<file path="config.mk">
export PLATFORM = sky130hd
export DESIGN_NAME = key_event_scheduler_flat
export DESIGN_NICKNAME = d
export VERILOG_FILES = /design/src/rtl/key_event_scheduler_if.sv /design/src/rtl/key_event_scheduler.sv /design/src/flat_wrapper.sv
export SDC_FILE = /design/constraint.sdc
export NUM_CORES = 1
export LEC_CHECK = 0
export ABC_AREA = 1
export BUFFER_PORTS_ARGS = -buffer_cell sky130_fd_sc_hd__buf_2
export CAP_MARGIN = 15
export CORE_MARGIN = 10
export CORE_UTILIZATION = 55
export CTS_CLUSTER_DIAMETER = 100
export DETAILED_ROUTE_END_ITERATION = 7
export GPL_TIMING_DRIVEN = 0
export PLACE_DENSITY = 0.78
export SLEW_MARGIN = 30
export SYNTH_ARGS = -nofsm -noshare
export SYNTH_HDL_FRONTEND = slang
export SYNTH_SLANG_ARGS = --single-unit
export TNS_END_PERCENT = 1
</file>
<file path="constraint.sdc">
create_clock -name data_clk -period 7.47 [get_ports data_clk]
set_input_delay 1.8675 -clock data_clk [delete_from_list [all_inputs] [get_ports data_clk]]
set_output_delay 1.8675 -clock data_clk [all_outputs]
set_load 0.02 [all_outputs]
</file>
<file path="src/rtl/key_event_scheduler_if.sv">
// Purpose: bundles the two key-event requester ports and the engine write port of
//          key_event_scheduler.
// Ports:
//   a_* / b_*   requester events (valid, ready, on, voice, key, vel)
//   eng_*       engine register write port (wr, voice, sel, data, busy)
//   gate        per-voice gate vector
//   sched_idle  scheduler idle
// Modports: slave = scheduler side, master = requester/engine (bench) side.
interface key_event_scheduler_if #(
  parameter int unsigned VOICES  = 8,
  parameter int unsigned V_WIDTH = 3
);
  logic               a_valid;
  logic               a_ready;
  logic               a_on;
  logic [V_WIDTH-1:0] a_voice;
  logic [7:0]         a_key;
  logic [7:0]         a_vel;

  logic               b_valid;
  logic               b_ready;
  logic               b_on;
  logic [V_WIDTH-1:0] b_voice;
  logic [7:0]         b_key;
  logic [7:0]         b_vel;

  logic               eng_wr;
  logic [V_WIDTH-1:0] eng_voice;
  logic [1:0]         eng_sel;
  logic [7:0]         eng_data;
  logic               eng_busy;

  logic [VOICES-1:0]  gate;
  logic               sched_idle;

  modport slave (
    input  a_valid, a_on, a_voice, a_key, a_vel,
    input  b_valid, b_on, b_voice, b_key, b_vel,
    input  eng_busy,
    output a_ready, b_ready,
    output eng_wr, eng_voice, eng_sel, eng_data,
    output gate, sched_idle
  );

  modport master (
    output a_valid, a_on, a_voice, a_key, a_vel,
    output b_valid, b_on, b_voice, b_key, b_vel,
    output eng_busy,
    input  a_ready, b_ready,
    input  eng_wr, eng_voice, eng_sel, eng_data,
    input  gate, sched_idle
  );
endinterface

</file>
<file path="src/rtl/key_event_scheduler.sv">
// Purpose: shares the per-voice engine register write port between two key-event
//          requesters (A = note stack, B = sequencer). Each requester feeds a FIFO;
//          an arbiter pops one event at a time in IDLE, and an FSM expands it into
//          ordered key / velocity / gate writes. Keeps the authoritative gate vector.
// Ports:
//   data_clk  system clock (rising edge)
//   reset     asynchronous active-high reset
//   bus       key_event_scheduler_if.slave (requester A/B, engine port, gate, sched_idle)
// Configuration macro: KEY_SCHED_FIXED_PRIO_EN
//   undefined -> round-robin between A and B (A wins first after reset)
//   defined   -> fixed priority, A always wins when non-empty
module key_event_scheduler #(
  parameter int unsigned VOICES     = 8,
  parameter int unsigned V_WIDTH    = 3,
  parameter int unsigned FIFO_DEPTH = 4,
  parameter int unsigned FD_WIDTH   = 2
) (
  input logic                  data_clk,
  input logic                  reset,
  key_event_scheduler_if.slave bus
);

  localparam int unsigned CW = FD_WIDTH + 1;

  localparam logic [1:0] SEL_KEY  = 2'd0;
  localparam logic [1:0] SEL_VEL  = 2'd1;
  localparam logic [1:0] SEL_GATE = 2'd2;

  typedef struct packed {
    logic               on;
    logic [V_WIDTH-1:0] voice;
    logic [7:0]         key;
    logic [7:0]         vel;
  } evt_t;

  typedef enum logic [2:0] {
    S_IDLE, S_RETRIG, S_WR_KEY, S_WR_VEL, S_WR_GATE
  } state_t;

  // Index 0 = requester A, 1 = requester B
  evt_t                mem_q [2][FIFO_DEPTH];
  logic [FD_WIDTH-1:0] wp_q  [2];
  logic [FD_WIDTH-1:0] rp_q  [2];
  logic [CW-1:0]       cnt_q [2];
  logic [CW-1:0]       cnt_d [2];
  logic [1:0]          ready_q, ready_d;
  logic [1:0]          push, pop, nonempty;
  evt_t                in_evt [2];
  evt_t                head   [2];

  state_t              state_q, state_d;
  evt_t                evt_q, evt_d;
  logic [VOICES-1:0]   gate_q, gate_d;
  logic                eng_wr_q, eng_wr_d;
  logic [V_WIDTH-1:0]  eng_voice_q, eng_voice_d;
  logic [1:0]          eng_sel_q, eng_sel_d;
  logic [7:0]          eng_data_q, eng_data_d;
  logic                sched_idle_q, sched_idle_d;
  logic                wr_done;
  logic                grant_a, grant_b;

  assign in_evt[0] = {bus.a_on, bus.a_voice, bus.a_key, bus.a_vel};
  assign in_evt[1] = {bus.b_on, bus.b_voice, bus.b_key, bus.b_vel};

  // Push only against the registered ready: a full FIFO refuses even while popping
  assign push = {bus.b_valid & ready_q[1], bus.a_valid & ready_q[0]};
  assign pop  = {grant_b, grant_a};

  // FIFO occupancy and next-cycle ready
  always_comb begin
    for (int i = 0; i < 2; i++) begin
      head[i]     = mem_q[i][rp_q[i]];
      nonempty[i] = (cnt_q[i] != '0);
      cnt_d[i]    = cnt_q[i] + CW'(push[i]) - CW'(pop[i]);
      ready_d[i]  = (cnt_d[i] != CW'(FIFO_DEPTH));
    end
  end

`ifdef KEY_SCHED_FIXED_PRIO_EN
  // Fixed priority: A whenever it has an event
  always_comb begin
    grant_a = 1'b0;
    grant_b = 1'b0;
    if (state_q == S_IDLE) begin
      if (nonempty[0])      grant_a = 1'b1;
      else if (nonempty[1]) grant_b = 1'b1;
    end
  end
`else
  // Round-robin: on contention grant whoever was not granted last
  logic last_b_q, last_b_d;

  always_comb begin
    grant_a  = 1'b0;
    grant_b  = 1'b0;
    last_b_d = last_b_q;
    if (state_q == S_IDLE) begin
      if (nonempty[0] && nonempty[1]) begin
        grant_a = last_b_q;
        grant_b = !last_b_q;
      end else begin
        grant_a = nonempty[0];
        grant_b = nonempty[1];
      end
      if (grant_a)      last_b_d = 1'b0;
      else if (grant_b) last_b_d = 1'b1;
    end
  end

  always_ff @(posedge data_clk or posedge reset) begin
    if (reset) last_b_q <= 1'b1;
    else       last_b_q <= last_b_d;
  end
`endif

  // Only a write state drives eng_wr, so eng_wr_q marks every write attempt
  assign wr_done = eng_wr_q & ~bus.eng_busy;

  // Sequencer next state, gate bookkeeping and registered engine outputs
  always_comb begin
    state_d      = state_q;
    evt_d        = evt_q;
    gate_d       = gate_q;
    eng_wr_d     = 1'b0;
    eng_sel_d    = SEL_KEY;
    eng_data_d   = 8'h00;
    eng_voice_d  = eng_voice_q;
    sched_idle_d = 1'b0;

    case (state_q)
      S_IDLE: begin
        if (grant_a || grant_b) begin
          evt_d = grant_a ? head[0] : head[1];
          if (!evt_d.on)                state_d = S_WR_VEL;
          else if (gate_q[evt_d.voice]) state_d = S_RETRIG;
          else                          state_d = S_WR_KEY;
        end
      end
      S_RETRIG: begin
        if (wr_done) begin
          gate_d[evt_q.voice] = 1'b0;
          state_d             = S_WR_KEY;
        end
      end
      S_WR_KEY:  if (wr_done) state_d = S_WR_VEL;
      S_WR_VEL:  if (wr_done) state_d = S_WR_GATE;
      S_WR_GATE: begin
        if (wr_done) begin
          gate_d[evt_q.voice] = evt_q.on;
          state_d             = S_IDLE;
        end
      end
      default: state_d = S_IDLE;
    endcase

    // Outputs are decoded from the next state so they register alongside it
    case (state_d)
      S_RETRIG: begin
        eng_wr_d   = 1'b1;
        eng_sel_d  = SEL_GATE;
        eng_data_d = 8'h00;
      end
      S_WR_KEY: begin
        eng_wr_d   = 1'b1;
        eng_sel_d  = SEL_KEY;
        eng_data_d = evt_d.key;
      end
      S_WR_VEL: begin
        eng_wr_d   = 1'b1;
        eng_sel_d  = SEL_VEL;
        eng_data_d = evt_d.vel;
      end
      S_WR_GATE: begin
        eng_wr_d   = 1'b1;
        eng_sel_d  = SEL_GATE;
        eng_data_d = {7'b0, evt_d.on};
      end
      default: begin
        eng_wr_d = 1'b0;
      end
    endcase
    if (state_d != S_IDLE) eng_voice_d = evt_d.voice;

    sched_idle_d = (state_d == S_IDLE) && (cnt_d[0] == '0) && (cnt_d[1] == '0);
  end

  // FIFO storage needs no reset: pointers and counts define validity
  always_ff @(posedge data_clk) begin
    for (int i = 0; i < 2; i++) begin
      if (push[i]) mem_q[i][wp_q[i]] <= in_evt[i];
    end
  end

  // FIFO pointers, counts and ready flags
  always_ff @(posedge data_clk or posedge reset) begin
    if (reset) begin
      for (int i = 0; i < 2; i++) begin
        wp_q[i]  <= '0;
        rp_q[i]  <= '0;
        cnt_q[i] <= '0;
      end
      ready_q <= 2'b11;
    end else begin
      for (int i = 0; i < 2; i++) begin
        if (push[i]) wp_q[i] <= wp_q[i] + FD_WIDTH'(1);
        if (pop[i])  rp_q[i] <= rp_q[i] + FD_WIDTH'(1);
        cnt_q[i] <= cnt_d[i];
      end
      ready_q <= ready_d;
    end
  end

  // Sequencer state and output registers
  always_ff @(posedge data_clk or posedge reset) begin
    if (reset) begin
      state_q      <= S_IDLE;
      evt_q        <= '0;
      gate_q       <= '0;
      eng_wr_q     <= 1'b0;
      eng_voice_q  <= '0;
      eng_sel_q    <= '0;
      eng_data_q   <= '0;
      sched_idle_q <= 1'b1;
    end else begin
      state_q      <= state_d;
      evt_q        <= evt_d;
      gate_q       <= gate_d;
      eng_wr_q     <= eng_wr_d;
      eng_voice_q  <= eng_voice_d;
      eng_sel_q    <= eng_sel_d;
      eng_data_q   <= eng_data_d;
      sched_idle_q <= sched_idle_d;
    end
  end

  assign bus.a_ready    = ready_q[0];
  assign bus.b_ready    = ready_q[1];
  assign bus.eng_wr     = eng_wr_q;
  assign bus.eng_voice  = eng_voice_q;
  assign bus.eng_sel    = eng_sel_q;
  assign bus.eng_data   = eng_data_q;
  assign bus.gate       = gate_q;
  assign bus.sched_idle = sched_idle_q;

endmodule

</file>
<file path="src/flat_wrapper.sv">
// flat-port wrapper written by rule: the top's interface ports become plain ports
module key_event_scheduler_flat 
#(
  parameter int unsigned VOICES     = 8,
  parameter int unsigned V_WIDTH    = 3,
  parameter int unsigned FIFO_DEPTH = 4,
  parameter int unsigned FD_WIDTH   = 2
)
  (data_clk, reset, bus_a_valid, bus_a_on, bus_a_voice, bus_a_key, bus_a_vel, bus_b_valid, bus_b_on, bus_b_voice, bus_b_key, bus_b_vel, bus_eng_busy, bus_a_ready, bus_b_ready, bus_eng_wr, bus_eng_voice, bus_eng_sel, bus_eng_data, bus_gate, bus_sched_idle);
  key_event_scheduler_if #(.VOICES(VOICES), .V_WIDTH(V_WIDTH)) bus_i ();
  input logic data_clk;
  input logic reset;
  input wire logic [$bits(bus_i.a_valid)-1:0] bus_a_valid;
  input wire logic [$bits(bus_i.a_on)-1:0] bus_a_on;
  input wire logic [$bits(bus_i.a_voice)-1:0] bus_a_voice;
  input wire logic [$bits(bus_i.a_key)-1:0] bus_a_key;
  input wire logic [$bits(bus_i.a_vel)-1:0] bus_a_vel;
  input wire logic [$bits(bus_i.b_valid)-1:0] bus_b_valid;
  input wire logic [$bits(bus_i.b_on)-1:0] bus_b_on;
  input wire logic [$bits(bus_i.b_voice)-1:0] bus_b_voice;
  input wire logic [$bits(bus_i.b_key)-1:0] bus_b_key;
  input wire logic [$bits(bus_i.b_vel)-1:0] bus_b_vel;
  input wire logic [$bits(bus_i.eng_busy)-1:0] bus_eng_busy;
  output wire logic [$bits(bus_i.a_ready)-1:0] bus_a_ready;
  output wire logic [$bits(bus_i.b_ready)-1:0] bus_b_ready;
  output wire logic [$bits(bus_i.eng_wr)-1:0] bus_eng_wr;
  output wire logic [$bits(bus_i.eng_voice)-1:0] bus_eng_voice;
  output wire logic [$bits(bus_i.eng_sel)-1:0] bus_eng_sel;
  output wire logic [$bits(bus_i.eng_data)-1:0] bus_eng_data;
  output wire logic [$bits(bus_i.gate)-1:0] bus_gate;
  output wire logic [$bits(bus_i.sched_idle)-1:0] bus_sched_idle;
  assign bus_i.a_valid = bus_a_valid;
  assign bus_i.a_on = bus_a_on;
  assign bus_i.a_voice = bus_a_voice;
  assign bus_i.a_key = bus_a_key;
  assign bus_i.a_vel = bus_a_vel;
  assign bus_i.b_valid = bus_b_valid;
  assign bus_i.b_on = bus_b_on;
  assign bus_i.b_voice = bus_b_voice;
  assign bus_i.b_key = bus_b_key;
  assign bus_i.b_vel = bus_b_vel;
  assign bus_i.eng_busy = bus_eng_busy;
  assign bus_a_ready = bus_i.a_ready;
  assign bus_b_ready = bus_i.b_ready;
  assign bus_eng_wr = bus_i.eng_wr;
  assign bus_eng_voice = bus_i.eng_voice;
  assign bus_eng_sel = bus_i.eng_sel;
  assign bus_eng_data = bus_i.eng_data;
  assign bus_gate = bus_i.gate;
  assign bus_sched_idle = bus_i.sched_idle;
  key_event_scheduler #(.VOICES(VOICES), .V_WIDTH(V_WIDTH), .FIFO_DEPTH(FIFO_DEPTH), .FD_WIDTH(FD_WIDTH)) u_core (.data_clk(data_clk), .reset(reset), .bus(bus_i));
endmodule
</file>
# Word-level counts from Yosys, hierarchy flattened
# Memory sizes are Yosys's and may differ from the RTL's.
# Cells that the tools add are included.
[word_totals]
register_bits = 63
mem_bits_rw = 160
in_bits = 45
output_inout_bits = 25
n_memories = 1
[mem_list]
columns = ["memory", "words", "word_bits", "read_ports", "rd_ports_with_merged_regs", "write_ports", "line_no", "source"]
rows = [
  ["u_core.mem_q", 2, 80, 2, 0, 2, "key_event_scheduler.sv:41", "evt_t mem_q [2][FIFO_DEPTH];"],
]
[classes]
n_addsub = 8
n_lt_le_gt_ge = 9
n_eq_ne = 12
n_mux = 44
bitwise = 10
n_reduce_logical = 21
[op_table]
columns = ["cell", "count"]
rows = [
  ["20-bit two-way mux", 9],
  ["80-bit two-way mux", 2],
  ["20-bit binary-select mux with 2-bit select", 2],
  ["20-bit demux with 2-bit select", 2],
  ["8-bit case mux with 3 select lines", 1],
  ["3-bit two-way mux", 6],
  ["8-bit two-way mux", 2],
  ["8-bit case mux with 2 select lines", 1],
  ["3-bit case mux with 5 select lines", 1],
  ["1-bit two-way mux", 13],
  ["3-bit by 2-bit equality test with 1-bit output, second input constant", 4],
  ["3-bit greater-or-equal comparator, second input constant", 4],
  ["3-bit logical NOT", 4],
  ["2-bit inverter with 3-bit output", 4],
  ["3-bit nonzero test", 3],
  ["2-bit by 1-bit adder with 2-bit output, second input constant", 4],
  ["8-bit bitwise AND", 1],
  ["8-bit bitwise mux", 1],
  ["3-bit by 4-bit < comparator with 1-bit output, second input constant", 2],
  ["8-bit inverter", 1],
  ["3-bit by 1-bit adder with 3-bit output", 2],
  ["3-bit by 1-bit equality test with 1-bit output, second input constant", 2],
  ["3-bit equality test, second input constant", 2],
  ["1-bit logical AND", 6],
  ["18 further kinds", 25],
]

# Depth between registers and ports, before layout
# Gate-level depths: netlist of the first run.
[depth]
ltp_word = 15
ltp_mapped = 18
mapped_depth_nobuf = 16

# Worst setup path after synthesis of the first run
# No wires, ideal clock.
[synth_timing]
kind = "input to register"
from = "in bus_b_valid"
to = "reg u_core.sched_idle_q (netlist: u_core.bus.sched_idle)"
setup_ns = 0.067
arrival_time_ns = 3.368
t_required_ns = 7.403
setup_slack_ns = 4.035
stages = 10
path_buffers = 0
cell_sequence = "nand2_1 -> inv_1 -> ha_1 -> inv_1 -> fa_1 -> inv_1 -> nor2_1 -> nand2_1 -> or3_1 -> nor2_1"
[synth_rtl]
columns = ["element", "line_no", "source"]
rows = [
  ["start: declaration", "flat_wrapper.sv:18", "input wire logic [$bits(bus_i.b_valid)-1:0] bus_b_valid;"],
  ["end signal: assignment", "key_event_scheduler.sv:232", "sched_idle_q <= sched_idle_d;"],
  ["end: declaration", "key_event_scheduler.sv:58", "logic sched_idle_q, sched_idle_d;"],
]

==> metrics.md, run 1 <==
| Metric | Value |
|---|---|
| Outcome | completed |
| Max Freq | 283 MHz |
| # port buffers | 69 |
| Die Y | 149 µm |
| Rel. slew slack | 54.3% |
| Critical path destination | u_core.bus.sched_idle |
| Syn nets | 815 |
| Postcts setup bufs | 0 |
| Core area | 16500 µm² |
| R2r setup slk | 4.14 ns |
| FF+latch area | 6390 µm² |
| IO Pins | 70 |
| Tot GR Track Use | 17.6% |
| Setup_tns | 0 ns |
| Cell with the most instances after synthesis | edfxtp_1 |
| Vias in the first global route | 6166 |
| Nets | 912 |
| Dpl cell area | 9900 µm² |
| Initial core utilization | 55.6% |
| Final period util | 47.3% |
| Worst Tran Pin Value | 0.684 ns |
| Vias per cell | 5.56 |
| Die Area | 22200 µm² |
| Hold Fails Final Rpt | 0 |
| Fillers | 1217 |
| Seq cells post-synth | 223 |
| First-pass GRT wire length | 31.4 mm |
| Max layer used | met4 |
| Clock share of power | 22.9% |
| Largest net degree at the start of global routing | 42 |
| # H-tree levels | 1 |
| Primary FF master, synth | edfxtp_1 |
| # DRC | 0 |
| Distinct cells, synth | 47 |
| CP Launch Type | primary input |
| Cells after Synth | 756 |
| Pre-antenna DRT Iters | 5 |
| Detailed-route wire length per cell | 18.0 µm |
| Critical path endpoint category | register |
| Crit Path Max Fanout | 6 |
| Pins Over Slew Limit | 0 |
| Share of the synthesized area in the top cell type | 52.5% |
| Post-DRT Antenna Nets | 0 |
| Footprint of the multi-input gates | 2460 µm² |
| Leak | 4.28 nW |
| HP Class | reg -> reg |
| Worst EP required | 7.92 ns |
| Total number of vias | 6064 |
| Commonest cells in the synthesized netlist | edfxtp_1 (160), nor2_1 (104), nand2_1 (102), o21ai_0 (89), dfrtp_1 (59) |
| Sequential share of power | 37.2% |
| CTS Buf Count | 23 |
| Starting DRT DRC Count | 411 |
| Metal-1 WL | 8.10 mm |
| Cts hold-fix bufs | 0 |
| Clk_lat worst skew | 0.53 ns |
| Sw power | 1.91 mW |
| Site Rows | 47 |
| WP data arrival | 3.99 ns |
| TritonCTS clock tree | done |
| CTS Buffer Depth | 3 |
| R2R Path End | u_core.bus.sched_idle |
| RSZ-0062 raised after global routing | false |
| Max cap viols | 0 |
| Placed Instances | 1048 |
| Die X | 149 µm |
| Clock sinks | 223 |
| Placer congestion estimate | 0.850 |
| Synth top area cells | edfxtp_1 (52%), dfrtp_1 (16%), o21ai_0 (4.9%) |
| Internal power | 2.89 mW |
| Post-synth top area cell | edfxtp_1 |
| CP startpoint | bus_a_valid |
| Layout Utilization | 64.6% |
| Fraction of layout cells with a size suffix above 1 | 20.0% |
| PostCTS Resize Cnt | 0 |
| Met3 routed wirelength | 1.12 mm |
| Sequential cell area fraction in the yosys report | 69.7% |
| Max VDD drop | 266 µV |
| Routed Wire Length | 19.6 mm |
| Non-Filler Instances | 1090 |
| Avg Cell Area, Syn | 12.1 µm² |
| Ant diodes | 0 |
| Cell area after synthesis | 9160 µm² |
| Clock Pin Slew Worst Setup and Hold Paths | 0.06 ns |
| Final min period | 3.54 ns |
| Synth-to-layout area growth | 16.2% |
| Reg2reg path depth | 17 |
| Sw Ratio | 39.8% |
| Cell area power density | 450 nW/µm² |
| Clock skew | 0.00960 ns |
| Logic pwr share | 39.9% |
| DP HPWL | 13.0 mm |
| Kind of critical path | in -> reg |
| # setup viols final | 0 |
| EDFF count, synth | 160 |
| Global route overflow | 0 |
| Synth warnings | 0 |
| Async set or reset register ratio after synthesis | 28.3% |
| Root Driver | clkbuf_16 |
| Finished layout cell area | 10600 µm² |
| Routed wl met2 | 9.61 mm |
| Worst flop-to-flop path startpoint | u_core.state_q[0] |
| Initial antenna violation count | 0 |
## stage by stage
stage / power, mW / hold slack, ns / setup slack, ns
after detailed placement: 3.69 / 0.478 / 3.46
after global routing: 5.10 / 0.521 / 3.81
after CTS: 4.80 / 0.480 / 3.94
after global placement: 3.59 / 0.459 / 3.25
final: 4.79 / 0.477 / 3.93
after floorplan: 3.11 / 0.445 / 4.03
## sequential cells by signal (all words and copies together) (netlist names)
name / cells
u_core.bus.eng_voice: 3
u_core.last_b_q: 1
u_core.cnt_q: 6
u_core.bus.eng_wr: 1
u_core.mem_q: 160
u_core.ready_q: 2
u_core.bus.gate: 8
u_core.wp_q: 4
u_core.state_q: 3
u_core.rp_q: 4
u_core.evt_q: 20
u_core.bus.sched_idle: 1
u_core.bus.eng_data: 8
u_core.bus.eng_sel: 2
## how the worst min path moves through the flow
stage / start / end / cells after the start
detailed placement: u_core.evt_q[9] / u_core.evt_q[9] / 2
finish: u_core.evt_q[9] / u_core.evt_q[9] / 2
floorplan: u_core.evt_q[4] / u_core.evt_q[4] / 2
global route: u_core.evt_q[1] / u_core.evt_q[1] / 2
global placement: u_core.evt_q[9] / u_core.evt_q[9] / 2
CTS: u_core.evt_q[9] / u_core.evt_q[9] / 2
## cell families after synthesis
kind of cell / share of synthesized area (%)
AO/OA/AOI/OAI: 9.56
XOR/XNOR: 0.861
adder cells (fa/ha/maj): 2.08
buffers and inverters: 4.11
flip-flops: 69.7
multiplexers: 0.956
AND/OR/NAND/NOR: 12.7
## per-layer routing
metal  track usage, %  up-vias
li1                 -     2827
met1             22.4     2947
met2             29.1      235
met3             2.97       55
met4             7.61        0
met5                0        -
## worst max-delay path: stages
cell,delay [ns]
buf_2,0.07
nand2_1,0.31
inv_1,0.23
ha_1,0.17
inv_1,0.06
fa_1,0.50
inv_1,0.06
nor2_1,0.14
nand2_1,0.06
or3_1,0.39
nor2_1,0.12
## area by class of cell
type / instances / area share [%]
Tap cell: 220 / 2.59
Clock buffer: 33 / 6.33
Buffer: 34 / 1.60
Sequential cell: 223 / 60.0
Timing Repair Buffer: 72 / 3.83
Inverter: 54 / 1.96
Clock inverter: 9 / 0.576
Multi-Input combinational cell: 445 / 23.1
## placed cells by master (no fill, tap or decap), drive strengths merged, types with 2 or more instances in the layout
cell type,netlist,routed
a21oi,12,12
a221oi,4,4
buf,13,85
clkbuf,21,54
clkinv,1,8
dfrtp,59,59
dfstp,4,4
edfxtp,160,160
fa,2,2
ha,12,12
inv,53,55
mux2,6,6
mux2i,2,2
nand2,111,111
nand3,30,30
nand4,4,4
nor2,109,109
o21ai,103,103
o22ai,33,33
xnor2,3,3
xor2,6,6
## power by group through the flow
stage               clock network (mW)  logic (mW)  registers (mW)
floorplan                            0        1.29            1.82
global placement                     0        1.79            1.80
finish                            1.10        1.91            1.78
CTS                               1.11        1.91            1.78
global route                      1.15        2.14            1.81
detailed placement                   0        1.88            1.80
No activity file was read; power rests on OpenSTA's default activity.
==> run 2: changes to the inputs <==
--- a/config.mk
+++ b/config.mk
@@ -9,11 +9,11 @@
 export BUFFER_PORTS_ARGS = -buffer_cell sky130_fd_sc_hd__buf_2
 export CAP_MARGIN = 15
 export CORE_MARGIN = 10
-export CORE_UTILIZATION = 55
+export CORE_UTILIZATION = 54
 export CTS_CLUSTER_DIAMETER = 100
 export DETAILED_ROUTE_END_ITERATION = 7
 export GPL_TIMING_DRIVEN = 0
-export PLACE_DENSITY = 0.78
+export PLACE_DENSITY = 0.8
 export SLEW_MARGIN = 30
 export SYNTH_ARGS = -nofsm -noshare
 export SYNTH_HDL_FRONTEND = slang
==> constraint.sdc (replaced) <==
create_clock -name data_clk -period 3 [get_ports data_clk]
set_input_delay 0.75 -clock data_clk [delete_from_list [all_inputs] [get_ports data_clk]]
set_output_delay 0.75 -clock data_clk [all_outputs]
set_load 0.02 [all_outputs]
==> metrics.md, run 2 (synthesized netlist as in run 1, its figures left out) <==
| Metric | Value |
|---|---|
| Sw power | 4.77 mW |
| Max Freq | 359 MHz |
| R2R Path End | u_core.bus.sched_idle |
| R2r setup slk | 0.21 ns |
| Kind of critical path | reg -> reg |
| # H-tree levels | 1 |
| Internal power | 7.33 mW |
| Starting DRT DRC Count | 608 |
| Worst path slowest cell | fa_1 |
| DP HPWL | 13.4 mm |
| First-pass GRT wire length | 32.0 mm |
| Sw Ratio | 39.4% |
| Commonest non-fill, non-tap cell in the layout | edfxtp_1 |
| Pins Over Slew Limit | 0 |
| Cell area power density | 1130 nW/µm² |
| # port buffers | 69 |
| Dpl cell area | 9880 µm² |
| Leading cell types in the layout, fill and taps excluded | edfxtp_1 (160), nand2_1 (100), nor2_1 (94), o21ai_0 (89), buf_2 (74) |
| Logic pwr share | 40.0% |
| Routed Wire Length | 20.3 mm |
| Synth-to-layout area growth | 17.0% |
| Site Rows | 47 |
| Die Area | 22600 µm² |
| Final min period | 2.79 ns |
| Critical path destination | u_core.bus.sched_idle |
| Leak | 4.30 nW |
| TritonCTS clock tree | done |
| Clock share of power | 23.1% |
| Hold Fails Final Rpt | 0 |
| Vias in the first global route | 6219 |
| WP data arrival | 3.22 ns |
| Max cap viols | 0 |
| WHS | 0.187 ns |
| CTS Buffer Depth | 3 |
| Total number of vias | 6135 |
| CP startpoint | u_core.cnt_q[1] |
| Vias per cell | 5.59 |
| Die X | 150 µm |
| # DRC | 0 |
| Clock sinks | 223 |
| Number of flip-flops under the largest register name | 160 |
| CP Launch Type | register |
| Placer congestion estimate | 0.832 |
| Clk_lat worst skew | 0.50 ns |
| CP max stage delay | 0.48 ns |
| IO Pins | 70 |
| Setup_tns | 0 ns |
| # setup viols final | 0 |
| Outcome | completed |
| Detailed-route wire length per cell | 18.5 µm |
| Pre-antenna DRT Iters | 5 |
| Crit Path Max Fanout | 4 |
| Post-DRT Antenna Nets | 0 |
| Critical path endpoint category | register |
| Most used cell, CP | inv_1 |
| Sequential share of power | 36.8% |
| Tot GR Track Use | 18.0% |
| Final Total Pwr | 12.1 mW |
| Reg2reg path depth | 16 |
| Critical-path cell list | nor2_2 > nand2_1 > nand2_2 > nand3_4 > inv_6 > buf_12 > ha_1 > inv_1 > ha_1 > inv_1 > fa_1 > inv_1 > nor2_2 > nand2_1 > or3_1 > nor2_1 |
| CTS Buf Count | 23 |
| Initial core utilization | 55.2% |
| Clock skew | 0.0137 ns |
| Final period util | 92.9% |
| Finished layout cell area | 10700 µm² |
| Largest net degree at the start of global routing | 48 |
| Global route overflow | 0 |
| Max VDD drop | 561 µV |
| Die Y | 150 µm |
| Initial antenna violation count | 3 |
| Worst flop-to-flop path startpoint | u_core.cnt_q[1] |
| Core area | 16600 µm² |
| Nets | 917 |
| Fraction of layout cells with a size suffix above 1 | 20.9% |
| Worst EP required | 3.43 ns |
| Rel. slew slack | 52.6% |
| Root Driver | clkbuf_16 |
| Clock Pin Slew Worst Setup and Hold Paths | 0.06 ns |
| HP Class | in -> async |
| Worst Tran Pin Value | 0.709 ns |
## run 2: worst max-delay path, delay by kind of cell, from the launching register on
family | cells | cell delay [ns]
adders and majority gates | 3 | 0.81
and+or+nand+nor | 8 | 1.13
buffers and inverters | 5 | 0.36
DFF | 1 | 0.41
## run 2: area by class of cell
| cell class | instances | area, µm² |
|---|---|---|
| sequential | 223 | 6390 |
| fill | 1223 | 5870 |
| multi-input combinational | 445 | 2470 |
| clock buffer | 28 | 624 |
| timing repair buffer | 78 | 440 |
| tap | 220 | 275 |
| inverter | 54 | 214 |
| buffer | 33 | 178 |
| clock inverter | 13 | 124 |
| antenna | 3 | 7.51 |
## run 2: worst min-delay path by stage
stage / startpoint / to / slack, ns / cells past startpoint
6_report: reset / u_core.cnt_q[3] / 0.19 / 2
5_1_grt: reset / u_core.cnt_q[3] / 0.20 / 2
4_1_cts: reset / u_core.cnt_q[4] / 0.18 / 2
3_5_place_dp: u_core.evt_q[9] / u_core.evt_q[9] / 0.48 / 2
3_3_place_gp: u_core.evt_q[9] / u_core.evt_q[9] / 0.46 / 2
2_1_floorplan: u_core.evt_q[4] / u_core.evt_q[4] / 0.45 / 2
## run 2: power groups by stage
stage / clock network (mW) / registers (mW) / logic, mW
2_1_floorplan: 0 / 4.54 / 3.21
3_3_place_gp: 0 / 4.48 / 4.44
6_report: 2.80 / 4.46 / 4.85
4_1_cts: 2.83 / 4.45 / 4.74
3_5_place_dp: 0 / 4.50 / 4.67
5_1_grt: 2.96 / 4.52 / 5.37
## run 2: timing repair
| item | 4_1_cts | 5_1_grt |
|---|---|---|
| endpoints found under the setup margin | 1 | 1 |
| hold buffers | 0 | 0 |
| resized for setup | 3 | 8 |
| setup buffers | 0 | 7 |
| pin swaps | 0 | 4 |
## run 2: per-stage QoR
stage	std cells	util [%]	setup slack, ns
floorplan	756	-	0.142
global placement	1045	59.0	-0.161
detailed placement	1047	59.6	-0.241
CTS	1087	64.1	0.00138
global route	1095	64.6	-0.00538
finish	1097	64.6	0.214
## run 2: routing by layer
layer  wire length [µm]  GRT usage, %
met1               8090          22.6
met4                507          6.27
met2              10200          30.7
met5                  0             0
met3               1490          3.27
